--- src/rtl/intercal_alu_iter_pkg.sv ---
// Shared opcode constants and FSM state encoding for the INTERCAL iterative ALU.
package intercal_pkg;

    localparam logic [3:0] OP_A         = 4'd0;
    localparam logic [3:0] OP_B         = 4'd1;
    localparam logic [3:0] OP_AND16     = 4'd2;
    localparam logic [3:0] OP_AND32     = 4'd3;
    localparam logic [3:0] OP_OR16      = 4'd4;
    localparam logic [3:0] OP_OR32      = 4'd5;
    localparam logic [3:0] OP_XOR16     = 4'd6;
    localparam logic [3:0] OP_XOR32     = 4'd7;
    localparam logic [3:0] OP_MINGLE_LO = 4'd8;
    localparam logic [3:0] OP_MINGLE_HI = 4'd9;
    localparam logic [3:0] OP_SEL16     = 4'd10;
    localparam logic [3:0] OP_SEL32     = 4'd11;

    typedef enum logic [1:0] {
        ST_IDLE = 2'd0,
        ST_BUSY = 2'd1,
        ST_DONE = 2'd2
    } state_t;

endpackage

--- src/rtl/intercal_select_engine.sv ---
// Bit-serial INTERCAL select: scans b MSB-first in every lane at once, packing the
// a bits under set b bits right-justified. The start edge already processes the top bit.
module intercal_select_engine #(
    parameter int LANE_W = 32,
    parameter int LANES  = 1
) (
    input  logic                      clk,
    input  logic                      rst_n,
    input  logic                      start,
    input  logic [LANES*LANE_W-1:0]   a,
    input  logic [LANES*LANE_W-1:0]   b,
    output logic                      done,
    output logic [LANES*LANE_W-1:0]   result
);
    localparam int CW = $clog2(LANE_W);
    localparam int N  = LANES * LANE_W;

    logic [N-1:0]  a_q, a_d, b_q, b_d, acc_q, acc_d;
    logic [N-1:0]  src_a, src_b, base;
    logic [CW-1:0] cnt_q, cnt_d, idx;
    logic          busy_q, busy_d;

    always_comb begin
        src_a  = start ? a : a_q;
        src_b  = start ? b : b_q;
        base   = start ? '0 : acc_q;
        idx    = start ? CW'(LANE_W - 1) : cnt_q;
        acc_d  = acc_q;
        a_d    = a_q;
        b_d    = b_q;
        cnt_d  = cnt_q;
        busy_d = busy_q;
        if (start || busy_q) begin
            for (int l = 0; l < LANES; l++) begin
                if (src_b[l*LANE_W + int'(idx)])
                    acc_d[l*LANE_W +: LANE_W] = {base[l*LANE_W +: LANE_W-1], src_a[l*LANE_W + int'(idx)]};
                else
                    acc_d[l*LANE_W +: LANE_W] = base[l*LANE_W +: LANE_W];
            end
        end
        if (start) begin
            a_d    = a;
            b_d    = b;
            cnt_d  = CW'(LANE_W - 2);
            busy_d = 1'b1;
        end else if (busy_q) begin
            cnt_d = cnt_q - CW'(1);
            if (cnt_q == '0)
                busy_d = 1'b0;
        end
    end

    always_ff @(posedge clk or negedge rst_n) begin
        if (!rst_n) begin
            a_q    <= '0;
            b_q    <= '0;
            acc_q  <= '0;
            cnt_q  <= '0;
            busy_q <= 1'b0;
        end else begin
            a_q    <= a_d;
            b_q    <= b_d;
            acc_q  <= acc_d;
            cnt_q  <= cnt_d;
            busy_q <= busy_d;
        end
    end

    // The caller registers the value being formed on the final scan edge.
    assign done   = busy_q && (cnt_q == '0);
    assign result = acc_d;

endmodule

--- src/rtl/intercal_alu_iter.sv ---
// INTERCAL ALU with valid/ready handshakes. Define INTERCAL_ALU_ITER_SELECT_EN to build the
// iterative select engine for ops 10/11; otherwise those opcodes report err like 12-15.
module intercal_alu_iter
    import intercal_pkg::*;
#(
    parameter int WIDTH = 32
) (
    input  logic             clk,
    input  logic             rst_n,
    input  logic [3:0]       s,
    input  logic [WIDTH-1:0] a,
    input  logic [WIDTH-1:0] b,
    input  logic             in_valid,
    output logic             in_ready,
    output logic             out_valid,
    input  logic             out_ready,
    output logic [WIDTH-1:0] f,
    output logic             err
);
    localparam int H = WIDTH / 2;

    state_t           state_q, state_d;
    logic [WIDTH-1:0] f_q, f_d;
    logic             err_q, err_d, out_valid_q, out_valid_d, live_q;
    logic             accept, is_select, sel_done;
    logic [WIDTH-1:0] sel_result, op_f, rot_full, rot_lanes, m_lo, m_hi;
    logic             op_err;

    assign in_ready = live_q && ((state_q == ST_IDLE) || ((state_q == ST_DONE) && out_ready));
    assign accept   = in_valid && in_ready;

`ifdef INTERCAL_ALU_ITER_SELECT_EN
    logic             start16, start32, done16, done32;
    logic [WIDTH-1:0] res16, res32;

    assign start16   = accept && (s == OP_SEL16);
    assign start32   = accept && (s == OP_SEL32);
    assign is_select = (s == OP_SEL16) || (s == OP_SEL32);

    intercal_select_engine #(.LANE_W(H), .LANES(2)) u_sel16 (
        .clk(clk), .rst_n(rst_n), .start(start16), .a(a), .b(b), .done(done16), .result(res16)
    );
    intercal_select_engine #(.LANE_W(WIDTH), .LANES(1)) u_sel32 (
        .clk(clk), .rst_n(rst_n), .start(start32), .a(a), .b(b), .done(done32), .result(res32)
    );

    assign sel_done   = done16 || done32;
    assign sel_result = done16 ? res16 : res32;
`else
    assign is_select  = 1'b0;
    assign sel_done   = 1'b0;
    assign sel_result = '0;
`endif

    always_comb begin
        rot_full  = {a[0], a[WIDTH-1:1]};
        rot_lanes = {a[H], a[WIDTH-1:H+1], a[0], a[H-1:1]};
        m_lo      = '0;
        m_hi      = '0;
        for (int i = 0; i < H; i++) begin
            m_lo[2*i+1] = a[i];
            m_lo[2*i]   = b[i];
            m_hi[2*i+1] = a[H+i];
            m_hi[2*i]   = b[H+i];
        end
        op_f   = '0;
        op_err = 1'b0;
        case (s)
            OP_A:         op_f = a;
            OP_B:         op_f = b;
            OP_AND16:     op_f = a & rot_lanes;
            OP_AND32:     op_f = a & rot_full;
            OP_OR16:      op_f = a | rot_lanes;
            OP_OR32:      op_f = a | rot_full;
            OP_XOR16:     op_f = a ^ rot_lanes;
            OP_XOR32:     op_f = a ^ rot_full;
            OP_MINGLE_LO: op_f = m_lo;
            OP_MINGLE_HI: op_f = m_hi;
            default:      op_err = 1'b1;
        endcase
    end

    // Completion is applied first so a same-edge acceptance in DONE overrides it.
    always_comb begin
        state_d = state_q;
        f_d     = f_q;
        err_d   = err_q;
        if ((state_q == ST_DONE) && out_ready)
            state_d = ST_IDLE;
        if ((state_q == ST_BUSY) && sel_done) begin
            state_d = ST_DONE;
            f_d     = sel_result;
            err_d   = 1'b0;
        end
        if (accept) begin
            if (is_select) begin
                state_d = ST_BUSY;
            end else begin
                state_d = ST_DONE;
                f_d     = op_f;
                err_d   = op_err;
            end
        end
        out_valid_d = (state_d == ST_DONE);
    end

    always_ff @(posedge clk or negedge rst_n) begin
        if (!rst_n) begin
            state_q     <= ST_IDLE;
            f_q         <= '0;
            err_q       <= 1'b0;
            out_valid_q <= 1'b0;
            live_q      <= 1'b0;
        end else begin
            state_q     <= state_d;
            f_q         <= f_d;
            err_q       <= err_d;
            out_valid_q <= out_valid_d;
            live_q      <= 1'b1;
        end
    end

    assign out_valid = out_valid_q;
    assign f         = f_q;
    assign err       = err_q;

endmodule

--- config.mk ---
export PLATFORM = sky130hd
export DESIGN_NAME = intercal_alu_iter
export DESIGN_NICKNAME = d
export VERILOG_FILES = /design/src/rtl/intercal_alu_iter_pkg.sv /design/src/rtl/intercal_select_engine.sv /design/src/rtl/intercal_alu_iter.sv
export SDC_FILE = /design/constraint.sdc
export NUM_CORES = 1
export LEC_CHECK = 0
export ABC_AREA = 1
export ABC_CLOCK_PERIOD_IN_PS = 1200
export CELL_PAD_IN_SITES_DETAIL_PLACEMENT = 0
export CELL_PAD_IN_SITES_GLOBAL_PLACEMENT = 1
export CORE_MARGIN = 8
export CORE_UTILIZATION = 31
export DETAILED_ROUTE_END_ITERATION = 6
export HOLD_SLACK_MARGIN = 0.02
export PLACE_DENSITY_LB_ADDON = 0.2
export RECOVER_POWER = 25
export SYNTH_ARGS = -nofsm -noshare
export SYNTH_HDL_FRONTEND = slang
export SYNTH_SLANG_ARGS = --single-unit
--- constraint.sdc ---
create_clock -name clk -period 1.2 [get_ports clk]
set_input_delay 0.18 -clock clk [delete_from_list [all_inputs] [get_ports clk]]
set_output_delay 0.18 -clock clk [all_outputs]
set_load 0.02 [all_outputs]
==> flow_summary.ini <==
[run_status]
status = finished with violations
violations = setup timing

[floorplan]
rows = 41
ios = 107
fp.dieH_um = 130
die_w_um = 130
die_area_mm2 = 0.0168
initial_utilization_pct = 31.8
coreArea_mm2 = 0.0126

[sta]
slew_viol_final = 0
worst_pin_slew_ns = 0.589
period_share_pct = 114
final.min_clock_period_ns = 1.36
rsz0062_at_grt = true
setup_viol_count_final = 36
finalSetupTns_ns = -4.17
timing.fmax_mhz = 733
fin_skew_ns = 0.00782
slew_headroom_pct = 60.7
hold_violations = 0
worst_slack_ns = -0.164

[pwr]
irDropWorstVdd_v = 0.000401
p_leak_nw = 3.57
power.density_mw_per_mm2 = 823

[synth]
synth_cell_type_count = 26
synthesis.nets = 736
ys_ff_latch = 37
ys_seq_area_share_pct = 23.1
avgSynthCellArea_um2 = 6.64
yosys_warnings = 0
netlist_area_mm2 = 0.00401
synth_cells = 604

[grt]
track_usage_pct = 20.1
grt_remaining_overflow = 0
grt_pass1_wl_um = 25900
grt_pass1_vias = 4887
grt_max_degree = 38
antenna_found_initial = 0

[placement]
detailed_place_hpwl_um = 12200
place_congestion = 0.875
pre_cts_slack_ns = -0.915
portBuffers = 106

[drt]
drcViolationCount = 0
dr.pass1.iters = 5
detail-route-antenna-nets = 0
via_per_inst = 4.81
vias = 4738
drt_iter0_drc = 332
wl_um = 16500
wl_per_cell_um = 16.8

[cts]
cts_tree = done
numCtsBuffers = 5
clkLatencyLatePin_ns = 0.30
clockBufferDepth = 2
h-tree-depth = 2
root_buffer = clkbuf_16
cts.clk_slew.worst_paths_ns = 0.07
clock_sinks = 37

[final_layout]
most-common-layout-cells = nand2_1 (162), buf_4 (98), nor2_1 (76), inv_1 (62), ha_1 (60)
final_common_cell = nand2_1
area_delta_synth_final_pct = 63.4
diodes = 0
fin_nets = 945
final_util_pct = 51.9
layout-drive-gt1-share_pct = 22.2

[setup_path]
crit_type = flip-flop to flip-flop
cp.arrival_ns = 1.61
cp.required_ns = 1.45
endpoint_kind = flip-flop
crit_fanout = 5
startpoint_type = flip-flop

[job]
cap_violations = 0

[worst_hold_path]
min_path_type = primary input to flip-flop
[report_power, final]
group	switching, mW	internal (mW)
Clock	0.606	1.04
Combinational	1.17	1.01
Sequential	0.116	1.45
[cell usage after synthesis]
cell      number  area, µm²
nand4_1        2       12.5
nor2_1        78        293
nor2_8         1       20.0
inv_1         70        263
o21ai_1        5       25.0
nand3_1       17       85.1
clkbuf_2       1       5.00
nor3_1         1       5.00
buf_6         10        113
nor2_2         2       12.5
buf_4          3       22.5
a21oi_1       36        180
conb_1         1       3.75
nand2_2        6       37.5
inv_2          2       7.51
nand2_1      169        634
buf_2          9       45.0
nor2_4         3       33.8
ha_1          60        751
buf_1          1       3.75
dfrtp_1       37        926
clkbuf_1       5       18.8
o22ai_1       28        175
a211oi_1       1       7.51
nand3b_1      20        150
o21ai_0       36        180
[per-layer routing]
metal	GRT usage (%)	share of wire, %
met3	3.79	8.0
met4	5.87	1.5
met5	0	0
met2	32.2	44
met1	26.8	46
[flip-flops by register name, summed over array words and instances (netlist names)]
register   flops
err            1
live_q         1
out_valid      1
f             32
state_q        2
[stage by stage]
stage	std cells	total power [mW]	cell area, µm²	hold slack, ns
final	986	5.39	6550	0.348
after global routing	986	5.70	6550	0.376
after CTS	988	5.45	6570	0.393
after detailed placement	963	3.72	6000	0.176
after global placement	963	3.70	6000	0.168
after floorplan	604	2.52	4060	-0.116
[kinds of logic (layout without fill, tap and decap cells)]
kind of cell	count (synthesis)	after routing	share of synthesized area (%)
AOI/OAI and AO/OA	106	106	14.2
and+or+nand+nor	299	300	32.0
buffers and inverters	101	310	11.9
DFF	37	37	23.1
adders and majority gates	60	60	18.7
other	1	1	0.0935
[path summary, 6_finish.rpt]
kind / startpoint / to / slack (ns) / cells after the start
worst max register to register: state_q[1] / f[29] / -0.16 / 8
worst min-delay path: out_ready / state_q[1] / 0.35 / 4
worst min register to register: f[8] / f[8] / 0.46 / 2
worst max-delay path: state_q[1] / f[29] / -0.16 / 8
max in group asynchronous: rst_n / f[31] / 0.25 / 3
min in group asynchronous: rst_n / f[4] / 0.53 / 3
[layout make-up]
cell class | count | area (µm²)
multi-input combinational | 467 | 2730
clock inverter | 2 | 37.5
fill | 1303 | 6070
inverter | 72 | 283
timing repair buffer | 230 | 2220
tap | 172 | 215
clock buffer | 6 | 139
sequential | 37 | 927
[what timing repair did]
action / CTS / global route
hold buffers: 1 / 0
pin swaps: 6 / 13
setup endpoints to repair: 70 / 52
cloned: 7 / 0
gates resized for setup: 99 / 48
endpoints found under the hold margin: 37 / 0
buffers inserted: 9 / 1
[critical path, stage by stage, from the launching register on]
cell	delay (ns)
dfrtp_1	0.41
a211oi_4	0.24
buf_6	0.15
nand2_8	0.10
clkinv_8	0.09
buf_12	0.10
buf_16	0.11
nand2_1	0.05
nand2_1	0.06
(Power assumes the default switching activity.)
